**src/rtl/dpram_rw.sv**
```systemverilog
// Simple dual-port RAM: one write port, one registered read port.
// Same-address read and write on one edge returns the pre-write word.
module dpram_rw #(
  parameter int DATA_WIDTH = 8,
  parameter int DATA_DEPTH = 256
) (
  input  logic                          clk,
  input  logic                          rst,
  input  logic                          rd_en,
  input  logic [$clog2(DATA_DEPTH)-1:0] rd_addr,
  output logic [DATA_WIDTH-1:0]         rd_data,
  input  logic                          wr_en,
  input  logic [$clog2(DATA_DEPTH)-1:0] wr_addr,
  input  logic [DATA_WIDTH-1:0]         wr_data
);

  localparam int AW = $clog2(DATA_DEPTH);
  localparam logic [AW:0] DEPTH = (AW+1)'(DATA_DEPTH);

  if (DATA_WIDTH < 1 || DATA_DEPTH < 2) begin : g_bad_params
    $error("dpram_rw: need DATA_WIDTH >= 1 and DATA_DEPTH >= 2");
  end

  logic [DATA_WIDTH-1:0] mem [DATA_DEPTH];

  logic wr_ok;
  logic rd_ok;

  // Depth need not be a power of two, so the top codes can be unmapped.
  assign wr_ok = ({1'b0, wr_addr} < DEPTH);
  assign rd_ok = ({1'b0, rd_addr} < DEPTH);

  // No reset on the array so it maps onto block RAM.
  always_ff @(posedge clk) begin
    if (rst && wr_en && wr_ok) begin
      mem[wr_addr] <= wr_data;
    end
  end

  always_ff @(posedge clk or negedge rst) begin
    if (!rst) begin
      rd_data <= '0;
    end else if (rd_en) begin
      rd_data <= rd_ok ? mem[rd_addr] : '0;
    end
  end

endmodule

```
**config.mk**
```make
export PLATFORM = sky130hd
export DESIGN_NAME = dpram_rw
export DESIGN_NICKNAME = d
export VERILOG_FILES = /design/src/rtl/dpram_rw.sv
export SDC_FILE = /design/constraint.sdc
export NUM_CORES = 2
export LEC_CHECK = 0
export ABC_AREA = 0
export CAP_MARGIN = 40
export CORE_MARGIN = 2
export CORE_UTILIZATION = 35
export DETAILED_ROUTE_END_ITERATION = 12
export DONT_BUFFER_PORTS = 1
export PLACE_DENSITY = 0.48
export SLEW_MARGIN = 20
export SYNTH_ARGS = -nofsm -noshare
export SYNTH_HDL_FRONTEND = slang
export SYNTH_SLANG_ARGS = --single-unit
```
**constraint.sdc**
```tcl
create_clock -name clk -period 2.1 [get_ports clk]
set_input_delay 0.42 -clock clk [delete_from_list [all_inputs] [get_ports clk]]
set_output_delay 0.42 -clock clk [all_outputs]
set_load 0.02 [all_outputs]
```
* After elaboration in Yosys (flattened, before gate mapping) *
Memory sizes are Yosys's and may differ from the RTL's. A register that Yosys moved wholly into a read port is not among the register bits.
Cells that the tools add are included.

cells by class
  multipliers = 0
  muxes and demuxes = 2
  add/subtract/negate cells = 0
  divide/modulo/power cells = 0
  equal/unequal tests = 0
  shift operators = 0
  bitwise gates (word level) = 0
  $lt $le $gt $ge = 0
  reductions and logical operators = 2

operators with widths
  kind               number
  two-way mux 1 bit  2
  logical AND 1 bit  1
  zero test 1 bit    1

storage, ports and cells
  memories = 1
  input bits = 28
  RAM bits = 2048
  output and inout bits = 8
  latch bits = 0
  register bits after elaboration = 0
  logic and storage cells = 5
  memory bits (read-only) = 0

memories
  name  depth  bits a word  rd ports  clocked after memory_dff  write ports  RTL line  text
  mem   256    8            1         1                         1            24        logic [DATA_WIDTH-1:0] mem [DATA_DEPTH];

* Depth between registers and ports, before layout *
  depth after elaboration = 3
  depth in mapped cells = 13
  gate-level depth less buffers = 7

* Worst setup path after synthesis *
OpenSTA, ideal clock, no wires.

  path kind = input port to flip-flop
  start point = input port rd_addr[0]
  end point = register rd_data[6], read port of mem
  buffers on the path = 4
  arrival time = 2.245 ns
  required time = 1.974 ns
  path slack = -0.271 ns
  stages on the path = 9
  setup time = 0.126 ns
  path through = buf_6 buf_12 buf_6 buf_6 mux4_2 a211oi_1 o21ai_0 o311a_1 a221o_1

RTL lines
  item         RTL line  text
  from (decl)  10        input logic [$clog2(DATA_DEPTH)-1:0] rd_addr,
  to (decl)    11        output logic [DATA_WIDTH-1:0] rd_data,

==> key figures <==
Detailed routing
  • Drt pass-1 iters: 5
  • WL/cell: 31.8 um
  • Via count: 42,300
  • Via density: 5.42
  • DRC Markers: 0
  • Number of DRC markers in iteration 0: 4,604
  • Final ANT Viol Nets: 0
  • Post-Route WL: 248,000 um

Die
  • Die Y: 482 um
  • FP Rows: 175
  • I/O Pins: 36
  • Die area: 233,000 sq um
  • Initial Utilization: 0.352
  • Die W: 482 um
  • Core area: 227,000 sq um

Global route
  • First-pass GRT wire length: 341,000 um
  • Total track usage: 0.209
  • Grt ovf: 0
  • Number of global-route vias before repair: 42,200
  • Initial antenna violation count: 9
  • Largest net degree at the start of global routing: 369

Synth
  • Syn_nets: 3,953
  • Distinct cells, synth: 57
  • Netlist Area Pre-Place: 80,100 sq um
  • Yosys reg bits: 2,056
  • Synth Flop Type: edfxtp_1
  • YS warnings: 0
  • Post-synth EDFFs: 2,048
  • Avg Cell Area, Syn: 20.4 sq um
  • Synth top area share: 0.768
  • Async S/R FF share, synth: 0.00389
  • Synth top area cells: edfxtp_1 (77%), mux4_2 (10%), mux2i_1 (3.7%)
  • Mapped Cells: 3,925
  • Post-synthesis sequential area ratio: 0.770
  • Leading area contributor after synthesis: edfxtp_1

Final layout
  • Commonest non-fill, non-tap cell in the layout: edfxtp_1
  • Fill cells: 19,600
  • Non-filler cells, final: 7,796
  • Share of layout cells above drive strength 1: 0.339
  • Most frequent cells in the layout: edfxtp_1 (2,048), buf_4 (536), mux4_2 (371)
  • Final core utilization: 0.432
  • Area Growth Syn to Fin: 22.5%
  • NumNets Final: 4,635

Clock tree
  • # clock sinks: 2,056
  • Worst-Skew Late Latency: 880 ps
  • Clock tree from TritonCTS: done
  • Depth of the CTS H-tree: 4
  • Root buf cell: clkbuf_16
  • Clock buffer depth: 3
  • CTS Buf Count: 212
  • Clk pin slew, worst setup/hold paths: 60 ps

Timing
  • Max Slew Vio Count: 0
  • Fin Hold WS: -334 ps
  • Final setup fails: 8
  • Hold Fails Final Rpt: 349
  • Max-slew headroom: 0.232
  • Crit share post-route: 1.29
  • Post-Route Skew: 62.5 ps
  • Final setup margin: -614 ps
  • Slew @ Worst Pin: 1150 ps
  • Fin crit period: 2710 ps
  • Fmax: 368 MHz
  • TNS Setup: -3730 ps
  • RSZ-0062 raised after global routing: true

Placed design
  • DP Worst Slack: -3000 ps
  • Final HPWL DP: 141,000 um
  • Final Wtd Congestion: 0.809
  • Dpl cells: 7,351
  • I/O Buffers: 0

Worst setup path
  • RR Startpoint: mem[248][6]
  • CP arrival: 3520 ps
  • Crit. End Element: register
  • Worst r2r path cells: 7
  • Crit-path max FO: 368
  • R2R setup slack: -230 ps
  • Crit Path Class: in2reg
  • RR Endpoint: rd_data[6]
  • WP data required: 2900 ps
  • CP startpoint kind: primary input

Power and ir drop
  • Worst VDD drop: 0.615 mV
  • P_leak: 31.8 nW
  • Pwr dens: 878 nW/um^2
  • Total power: 86.2 mW

Worst hold path
  • Hold path start: wr_data[6]
  • HP Class: in2reg
  • Hold Path Cell Cnt: 0
  • WHS Endpoint: mem[161][6]

Outcome
  • Outcome: finished with violations
  • Failing checks: negative hold slack, negative setup slack

Run
  • Max-Cap Viols: 0
==> how the worst max path moves through the flow <==
stage	cells past startpoint	start	slack (ps)	end
2_1_floorplan	8	rd_addr[0]	-220	rd_data[6]
3_3_place_gp	11	rd_addr[0]	-3730	rd_data[3]
3_5_place_dp	12	rd_addr[0]	-3000	rd_data[3]
4_1_cts	8	mem[62][6]	-170	rd_data[6]
5_1_grt	10	rd_addr[1]	-380	rd_data[6]
6_report	10	rd_addr[1]	-610	rd_data[6]
==> critical path, cell delays in order <==
cell,delay [ps]
nand2b_4,450
buf_12,160
buf_16,160
o22ai_4,120
a2111oi_4,70
buf_4,160
a2111oi_4,270
o211ai_1,190
nor4_4,680
a221o_1,260
==> cell type report <==
| cell class | count | area [sq um] | area share |
|---|---|---|---|
| multi-input cells | 1619 | 18300 | 0.186 |
| repair buffers | 712 | 7730 | 0.0787 |
| clock buffers | 272 | 5600 | 0.0571 |
| well taps | 3009 | 3760 | 0.0383 |
| diodes | 5 | 12.5 | 0.000127 |
| inverters | 6 | 25.0 | 0.000255 |
| flip-flops and latches | 2056 | 61700 | 0.628 |
| clock inverters | 117 | 1060 | 0.0108 |
==> per-layer routing <==
layer	track usage	share of wire
met1	0.290	0.43
met2	0.344	0.49
met3	0.0325	0.052
met4	0.0585	0.027
met5	0	0.000052
==> flip-flops by register name, indices dropped and copies added, names as in the netlist <==
name / count
rd_data: 8
mem: 2048
==> report_power, final <==
group / switching [mW] / internal [mW]
clock network: 16.0 / 20.6
registers: 0.115 / 45.2
logic: 2.49 / 1.88
==> per-stage QoR <==
step | cell area, sq um | hold WS, ps
2_1_floorplan | 80700 | 124
3_3_place_gp | 89400 | 127
3_5_place_dp | 89500 | 127
4_1_cts | 97100 | -355
5_1_grt | 98200 | -385
6_report | 98200 | -334
==> synth_stat cells, types with 3 or more instances <==
cell type	number
a2111oi_0	12
a211o_1	6
a211oi_1	42
a21oi_1	56
a221oi_1	7
a22o_1	4
a22oi_1	67
a311oi_1	5
a31oi_1	15
and2_1	10
buf_1	11
buf_12	5
buf_2	54
buf_4	16
buf_6	45
buf_8	10
clkbuf_1	103
dfrtp_1	8
edfxtp_1	2048
inv_1	6
mux2i_1	293
mux4_1	20
mux4_2	363
nand2_1	101
nand2b_1	5
nand3_1	48
nand3b_1	3
nand4_1	18
nor2_1	278
nor2b_1	13
nor3_1	24
nor4_1	4
o2111ai_1	3
o21ai_0	31
o221ai_1	57
o22ai_1	100
or3_1	4
==> cells by family after synthesis <==
family / share of synthesized area
AOI/OAI and AO/OA: 0.0368
buffers and inverters: 0.0199
DFF: 0.770
muxes: 0.145
and+or+nand+nor: 0.0278
==> what timing repair did <==
action                                  in CTS  in global routing
hold buffers                                 5                 12
cloned                                      17                  6
buffers inserted                             9                 11
endpoints found under the hold margin     2057               1239
pin swaps                                   30                 41
endpoints found under the setup margin       8                  8
gates resized for setup                     96                100
Note: power is estimated with default switching activity, not from simulation.
